## config.mk

```make
export PLATFORM = sky130hd
export DESIGN_NAME = pe_mac_seq_flat
export DESIGN_NICKNAME = d
export VERILOG_FILES = /design/src/rtl/pe_mac_seq_if.sv /design/src/rtl/pe_mac_seq.sv /design/src/flat_wrapper.sv
export SDC_FILE = /design/constraint.sdc
export NUM_CORES = 1
export LEC_CHECK = 0
export ABC_AREA = 1
export BUFFER_PORTS_ARGS = -buffer_cell sky130_fd_sc_hd__buf_2
export CAP_MARGIN = 30
export CORE_MARGIN = 3
export CORE_UTILIZATION = 40
export DETAILED_ROUTE_END_ITERATION = 7
export GPL_ROUTABILITY_DRIVEN = 1
export PLACE_DENSITY = 0.7
export SLEW_MARGIN = 15
export SYNTH_ARGS = -nofsm -noshare
export SYNTH_HDL_FRONTEND = slang
export SYNTH_SLANG_ARGS = --single-unit
export TNS_END_PERCENT = 5
```

## constraint.sdc

```tcl
create_clock -name clk -period 1.7 [get_ports clk]
set_input_delay 0.085 -clock clk [delete_from_list [all_inputs] [get_ports clk]]
set_output_delay 0.085 -clock clk [all_outputs]
set_load 0.05 [all_outputs]
```

## src/rtl/pe_mac_seq_if.sv

```systemverilog
// Bundle between the pe_mac operand sequencer and its surroundings: command, operand stream, PE link and result port.
// With PE_SEQ_BIAS_EN defined, a bias operand is added alongside the start command.
interface pe_mac_seq_if #(
    parameter int DATA_WIDTH = 16,
    parameter int LEN_W      = 7
);
    // op_* and res_* are valid/ready pairs: a beat transfers on any rising clk where valid && ready,
    // the producer holds valid and data stable until that beat, and ready may not wait on valid.
    logic                  start;
    logic [LEN_W-1:0]      len;
    logic                  busy;
    logic                  op_valid;
    logic                  op_ready;
    logic [DATA_WIDTH-1:0] op_a;
    logic [DATA_WIDTH-1:0] op_b;
    logic                  pe_valid_in;
    logic [DATA_WIDTH-1:0] pe_a;
    logic [DATA_WIDTH-1:0] pe_b;
    logic [DATA_WIDTH-1:0] pe_acc;
    logic [DATA_WIDTH-1:0] pe_result;
    logic                  pe_valid_out;
    logic                  res_valid;
    logic                  res_ready;
    logic [DATA_WIDTH-1:0] res_data;
    logic [1:0]            dbg_state;
`ifdef PE_SEQ_BIAS_EN
    logic [DATA_WIDTH-1:0] bias;

    modport master (
        input  start, len, bias, op_valid, op_a, op_b, pe_result, pe_valid_out, res_ready,
        output busy, op_ready, pe_valid_in, pe_a, pe_b, pe_acc, res_valid, res_data, dbg_state
    );
    modport slave (
        output start, len, bias, op_valid, op_a, op_b, pe_result, pe_valid_out, res_ready,
        input  busy, op_ready, pe_valid_in, pe_a, pe_b, pe_acc, res_valid, res_data, dbg_state
    );
`else
    modport master (
        input  start, len, op_valid, op_a, op_b, pe_result, pe_valid_out, res_ready,
        output busy, op_ready, pe_valid_in, pe_a, pe_b, pe_acc, res_valid, res_data, dbg_state
    );
    modport slave (
        output start, len, op_valid, op_a, op_b, pe_result, pe_valid_out, res_ready,
        input  busy, op_ready, pe_valid_in, pe_a, pe_b, pe_acc, res_valid, res_data, dbg_state
    );
`endif
endinterface

```

## src/rtl/pe_mac_seq.sv

```systemverilog
// Operand sequencer for one pe_mac PE: streams len operand pairs through the PE and returns the dot product.
// Optional PE_SEQ_BIAS_EN seeds the first term (and the len=0 result) with a bias latched on start.
module pe_mac_seq #(
    parameter int DATA_WIDTH = 16,
    parameter int VEC_LEN    = 64,
    parameter int LEN_W      = $clog2(VEC_LEN + 1)
) (
    input  logic          clk,
    input  logic          rst,
    pe_mac_seq_if.master  bus
);
    typedef enum logic [1:0] {
        IDLE  = 2'd0,
        RUN   = 2'd1,
        DRAIN = 2'd2,
        DONE  = 2'd3
    } state_t;

    state_t                state_q;
    logic [LEN_W-1:0]      len_q;
    logic [LEN_W-1:0]      cnt_q;
    logic [DATA_WIDTH-1:0] acc_q;
    logic [DATA_WIDTH-1:0] res_q;

    logic                  beat;
    logic                  last_beat;
    logic [LEN_W-1:0]      len_clamped;
    logic [DATA_WIDTH-1:0] init_acc;
    logic [DATA_WIDTH-1:0] empty_res;
    logic [DATA_WIDTH-1:0] acc_sel;

`ifdef PE_SEQ_BIAS_EN
    logic [DATA_WIDTH-1:0] bias_q;

    assign init_acc  = bias_q;
    assign empty_res = bus.bias;
`else
    assign init_acc  = '0;
    assign empty_res = '0;
`endif

    always_comb begin
        beat        = (state_q == RUN) && bus.op_valid;
        last_beat   = beat && (cnt_q == len_q - LEN_W'(1));
        len_clamped = (bus.len > LEN_W'(VEC_LEN)) ? LEN_W'(VEC_LEN) : bus.len;
        // The PE outputs 0 after an idle cycle, so a stalled stream resumes from acc_q.
        if (cnt_q == '0) begin
            acc_sel = init_acc;
        end else if (bus.pe_valid_out) begin
            acc_sel = bus.pe_result;
        end else begin
            acc_sel = acc_q;
        end
    end

    assign bus.busy        = (state_q != IDLE);
    assign bus.op_ready    = (state_q == RUN);
    assign bus.pe_valid_in = beat;
    assign bus.pe_a        = beat ? bus.op_a : '0;
    assign bus.pe_b        = beat ? bus.op_b : '0;
    assign bus.pe_acc      = (state_q == RUN) ? acc_sel : '0;
    assign bus.res_valid   = (state_q == DONE);
    assign bus.res_data    = res_q;
    assign bus.dbg_state   = state_q;

    always_ff @(posedge clk or posedge rst) begin
        if (rst) begin
            state_q <= IDLE;
            len_q   <= '0;
            cnt_q   <= '0;
            acc_q   <= '0;
            res_q   <= '0;
`ifdef PE_SEQ_BIAS_EN
            bias_q  <= '0;
`endif
        end else begin
            case (state_q)
                IDLE: begin
                    if (bus.start) begin
                        len_q <= len_clamped;
                        cnt_q <= '0;
                        acc_q <= '0;
`ifdef PE_SEQ_BIAS_EN
                        bias_q <= bus.bias;
`endif
                        if (bus.len == '0) begin
                            res_q   <= empty_res;
                            state_q <= DONE;
                        end else begin
                            state_q <= RUN;
                        end
                    end
                end
                RUN: begin
                    if (bus.pe_valid_out) begin
                        acc_q <= bus.pe_result;
                    end
                    if (beat) begin
                        cnt_q <= cnt_q + LEN_W'(1);
                    end
                    if (last_beat) begin
                        state_q <= DRAIN;
                    end
                end
                DRAIN: begin
                    if (bus.pe_valid_out) begin
                        acc_q   <= bus.pe_result;
                        res_q   <= bus.pe_result;
                        state_q <= DONE;
                    end
                end
                DONE: begin
                    if (bus.res_ready) begin
                        state_q <= IDLE;
                    end
                end
                default: state_q <= IDLE;
            endcase
        end
    end
endmodule

```

## src/flat_wrapper.sv

```systemverilog
// flat-port wrapper written by rule: the top's interface ports become plain ports
module pe_mac_seq_flat 
#(
    parameter int DATA_WIDTH = 16,
    parameter int VEC_LEN    = 64,
    parameter int LEN_W      = $clog2(VEC_LEN + 1)
)
  (clk, rst, bus_start, bus_len, bus_op_valid, bus_op_a, bus_op_b, bus_pe_result, bus_pe_valid_out, bus_res_ready, bus_busy, bus_op_ready, bus_pe_valid_in, bus_pe_a, bus_pe_b, bus_pe_acc, bus_res_valid, bus_res_data, bus_dbg_state);
  pe_mac_seq_if #(.DATA_WIDTH(DATA_WIDTH), .LEN_W(LEN_W)) bus_i ();
  input  logic clk;
  input  logic rst;
  input wire logic [$bits(bus_i.start)-1:0] bus_start;
  input wire logic [$bits(bus_i.len)-1:0] bus_len;
  input wire logic [$bits(bus_i.op_valid)-1:0] bus_op_valid;
  input wire logic [$bits(bus_i.op_a)-1:0] bus_op_a;
  input wire logic [$bits(bus_i.op_b)-1:0] bus_op_b;
  input wire logic [$bits(bus_i.pe_result)-1:0] bus_pe_result;
  input wire logic [$bits(bus_i.pe_valid_out)-1:0] bus_pe_valid_out;
  input wire logic [$bits(bus_i.res_ready)-1:0] bus_res_ready;
  output wire logic [$bits(bus_i.busy)-1:0] bus_busy;
  output wire logic [$bits(bus_i.op_ready)-1:0] bus_op_ready;
  output wire logic [$bits(bus_i.pe_valid_in)-1:0] bus_pe_valid_in;
  output wire logic [$bits(bus_i.pe_a)-1:0] bus_pe_a;
  output wire logic [$bits(bus_i.pe_b)-1:0] bus_pe_b;
  output wire logic [$bits(bus_i.pe_acc)-1:0] bus_pe_acc;
  output wire logic [$bits(bus_i.res_valid)-1:0] bus_res_valid;
  output wire logic [$bits(bus_i.res_data)-1:0] bus_res_data;
  output wire logic [$bits(bus_i.dbg_state)-1:0] bus_dbg_state;
  assign bus_i.start = bus_start;
  assign bus_i.len = bus_len;
  assign bus_i.op_valid = bus_op_valid;
  assign bus_i.op_a = bus_op_a;
  assign bus_i.op_b = bus_op_b;
  assign bus_i.pe_result = bus_pe_result;
  assign bus_i.pe_valid_out = bus_pe_valid_out;
  assign bus_i.res_ready = bus_res_ready;
  assign bus_busy = bus_i.busy;
  assign bus_op_ready = bus_i.op_ready;
  assign bus_pe_valid_in = bus_i.pe_valid_in;
  assign bus_pe_a = bus_i.pe_a;
  assign bus_pe_b = bus_i.pe_b;
  assign bus_pe_acc = bus_i.pe_acc;
  assign bus_res_valid = bus_i.res_valid;
  assign bus_res_data = bus_i.res_data;
  assign bus_dbg_state = bus_i.dbg_state;
  pe_mac_seq #(.DATA_WIDTH(DATA_WIDTH), .VEC_LEN(VEC_LEN), .LEN_W(LEN_W)) u_core (.clk(clk), .rst(rst), .bus(bus_i));
endmodule
```

==> impl_metrics.json <==
{
  "status": "complete, but fails checks",
  "violations": "negative setup slack",
  "grt_pass1_vias": 2999,
  "clk_latency_ps": 300,
  "htree_levels": 2,
  "critPathTopFamily": "buffers and inverters",
  "grt_max_degree": 45,
  "io_buffers": 130,
  "drtIter0Drc": 117,
  "rsz0062_at_grt": "yes",
  "hold_depth": 2,
  "track_usage_pct": 20.61,
  "maxCapViolations": 0,
  "r2r-end": "u_core.bus.res_data[7]$_DFFE_PP0P_",
  "tightest_slew_ps": 339.7,
  "slew_violations": 0,
  "dr.pass1.iters": 4,
  "worst-path-buf-inv": 4,
  "instances_no_fill": 645,
  "arrival_ps": 1780,
  "die_h_um": 90.56,
  "critPathMaxStageDelay_ps": 400,
  "r2r_start": "u_core.bus.dbg_state[0]$_DFFE_PP0P_",
  "ys_types": 30,
  "hpwl_mm": 6.415,
  "relSlewSlack_pct": 77.35,
  "cp-end-kind": "output pin",
  "routed_via_density": 4.736,
  "grt_remaining_overflow": 0,
  "fp.dieW_um": 90.56,
  "startpoint_type": "flop",
  "fin_util_pct": 66.52,
  "syn_area_per_cell_um2": 7.080,
  "cts_tree": "done",
  "swShare_pct": 51.31,
  "wirelength_mm": 8.696,
  "cellLeakagePower_nw": 2.357,
  "antenna_found_initial": 0,
  "intPower_mw": 4.207,
  "ys_seq_elements": 48,
  "synth_area_leader_cell": "dfrtp_1",
  "hp-start": "bus_len[5]",
  "numClockSinks": 48,
  "fin_ws_ps": -166.7,
  "synth.area.top_cells": "dfrtp_1 42%, nand2_1 10%, nor2_1 10%",
  "hold_violations": 0,
  "synth_nets": 472,
  "period_needed_ps": 1867,
  "path_max_fanout": 8,
  "wl_per_cell_um": 13.48,
  "clkPwrFrac_pct": 11.5,
  "syn2layout_area_growth_pct": 59.75,
  "die_area_mm2": 0.008201,
  "nFillCells": 560,
  "path_cells": "inv_2, ha_4, nand3_4, o41ai_4, buf_4, clkbuf_16, nor2_2, buf_6",
  "n_antenna_cell": 0,
  "reg2reg_depth": 10,
  "fin_crit_sh_pct": 109.8,
  "io_pins": 131,
  "reg2reg_slack_ps": 100,
  "ir_drop_mv": 0.8055,
  "synthCells": 404,
  "path_clk_slew_ps": 90,
  "syn-cell-area_mm2": 0.002860,
  "fin_nets": 616,
  "rows": 30,
  "place_inst": 634,
  "clock_path_buffers": 2,
  "setup-violations-final": 18,
  "skew_ps": 5.303,
  "cts_buffers": 5,
  "combPwrFrac_pct": 66.9,
  "worstSetupPathType": "flop to output pin",
  "yosysSeqAreaShare_pct": 41.99,
  "drive_above_1_share_pct": 43.35,
  "gp_congestion": 0.8508,
  "vias": 3055,
  "cp_slowest_cell": "dfrtp_1",
  "power_density_mw_per_mm2": 1891,
  "power_mw": 8.642,
  "drc": 0,
  "synth_top_area_share_pct": 41.99,
  "cp.required_ps": 1620,
  "worst-path-stages": 8,
  "p_seq_share_pct": 21.6,
  "hold_path_class": "primary input to flop",
  "grt_pass1_wl_mm": 13.97,
  "initial_core_util_pct": 41.64,
  "net-switching-power_mw": 4.435,
  "fmax_mhz": 535.7,
  "core_mm2": 0.006869,
  "drtAntennaViolNets": 0,
  "yosys_warnings": 0,
  "cts_root_buffer": "clkbuf_8",
  "hold_end": "u_core.len_q[5]$_DFFE_PP0P_"
}
[cell type report]
cell class / instances / area (µm²) / share of cell area, %
inverter: 74 / 280.3 / 6.134
clock inverter: 3 / 68.82 / 1.506
sequential: 48 / 1204 / 26.34
clock buffer: 5 / 68.82 / 1.506
timing repair buffer: 153 / 1197 / 26.20
tap: 96 / 120.1 / 2.629
multi-input combinational: 266 / 1630 / 35.68
[how the worst max path moves through the flow]
stage	from	end	slack, ps
3_5_place_dp	u_core.bus.dbg_state[0]$_DFFE_PP0P_	u_core.cnt_q[5]$_DFFE_PP0P_	30
5_1_grt	u_core.cnt_q[0]$_DFFE_PP0P_	bus_pe_acc[10]	-220
3_3_place_gp	u_core.bus.dbg_state[0]$_DFFE_PP0P_	u_core.cnt_q[5]$_DFFE_PP0P_	70
2_1_floorplan	u_core.bus.dbg_state[1]$_DFFE_PP0P_	bus_pe_b[0]	-100
6_report	u_core.cnt_q[0]$_DFFE_PP0P_	bus_pe_acc[1]	-170
4_1_cts	u_core.cnt_q[0]$_DFFE_PP0P_	bus_pe_acc[5]	-220
[metrics by stage]
| stage | setup TNS [ps] | setup WS, ps | area (µm²) | hold slack [ps] |
|---|---|---|---|---|
| after detailed placement | 0 | 34.64 | 4041 | -27.90 |
| after global placement | 0 | 74.84 | 4041 | -33.82 |
| after CTS | -2986 | -222.7 | 4388 | 15.52 |
| final | -2547 | -166.7 | 4569 | 21.58 |
| after floorplan | -3313 | -97.84 | 3141 | 206.0 |
| after global routing | -4626 | -217.8 | 4569 | 27.26 |
[registers in the layout (all words and copies together) (netlist names)]
name,flops
u_core.len_q,7
u_core.acc_q,16
u_core.bus.res_data,16
u_core.cnt_q,7
u_core.bus.dbg_state,2
[power groups by stage]
stage | Combinational (mW) | Sequential [mW] | Clock, mW
2_1_floorplan | 3.24 | 2.51 | 0
3_5_place_dp | 5.22 | 1.88 | 0
5_1_grt | 6.24 | 1.92 | 1.06
4_1_cts | 5.49 | 1.86 | 1.01
6_report | 5.79 | 1.87 | 0.990
3_3_place_gp | 5.15 | 1.86 | 0
[placed cells by master, fill, tap and decap left out, types with 7 or more instances in the layout]
master / netlist / layout
buf_2: 7 / 81
nand2_1: 80 / 79
inv_1: 73 / 65
dfrtp_1: 48 / 46
buf_6: 0 / 43
nor2_1: 80 / 31
nor2_2: 2 / 26
nor2_4: 1 / 26
a21oi_1: 21 / 21
buf_4: 1 / 21
o21ai_1: 17 / 17
o22ai_1: 16 / 16
nand3_1: 15 / 14
inv_2: 1 / 8
o21ai_0: 8 / 7
[synthesized netlist by cell type (all sizes together)]
cell type	count
xnor2	3
a21oi	21
a22o	1
dfrtp	48
xor2	2
ha	7
inv	74
o41ai	1
a32o	1
nor2	83
nor4	1
buf	8
nand3	15
o22ai	16
nor3	3
o21ai	25
clkbuf	8
nor3b	2
nand4	2
nand2	83
[cell families (layout without fill, tap and decap cells)]
| logic type | Yosys count | in the layout | share of synthesized area, % |
|---|---|---|---|
| AO/OA/AOI/OAI | 65 | 65 | 13.17 |
| XOR/XNOR | 5 | 5 | 1.531 |
| adder cells (fa/ha/maj) | 7 | 7 | 3.062 |
| buffers and inverters | 90 | 235 | 12.25 |
| flip-flops | 48 | 48 | 41.99 |
| AND/OR/NAND/NOR | 189 | 189 | 28.00 |
[per-layer routing]
| layer | vias up | GRT usage [%] | part of all wire (%) |
|---|---|---|---|
| li1 | 1548 | - | - |
| met1 | 1392 | 27.34 | 44 |
| met2 | 105 | 34.34 | 49 |
| met3 | 10 | 3.083 | 5.6 |
| met4 | 0 | 7.015 | 1.6 |
| met5 | - | 0 | 0 |
[repair_timing]
action                                 in CTS  in global routing
setup buffers                               0                  1
pin swaps                                   0                  2
endpoints found under the hold margin      48                  0
setup endpoints to repair                  49                 69
gates resized for setup                    69                 41
hold buffers                                1                  0
cloned                                      0                  1
Power figures use the tool's default switching activity.
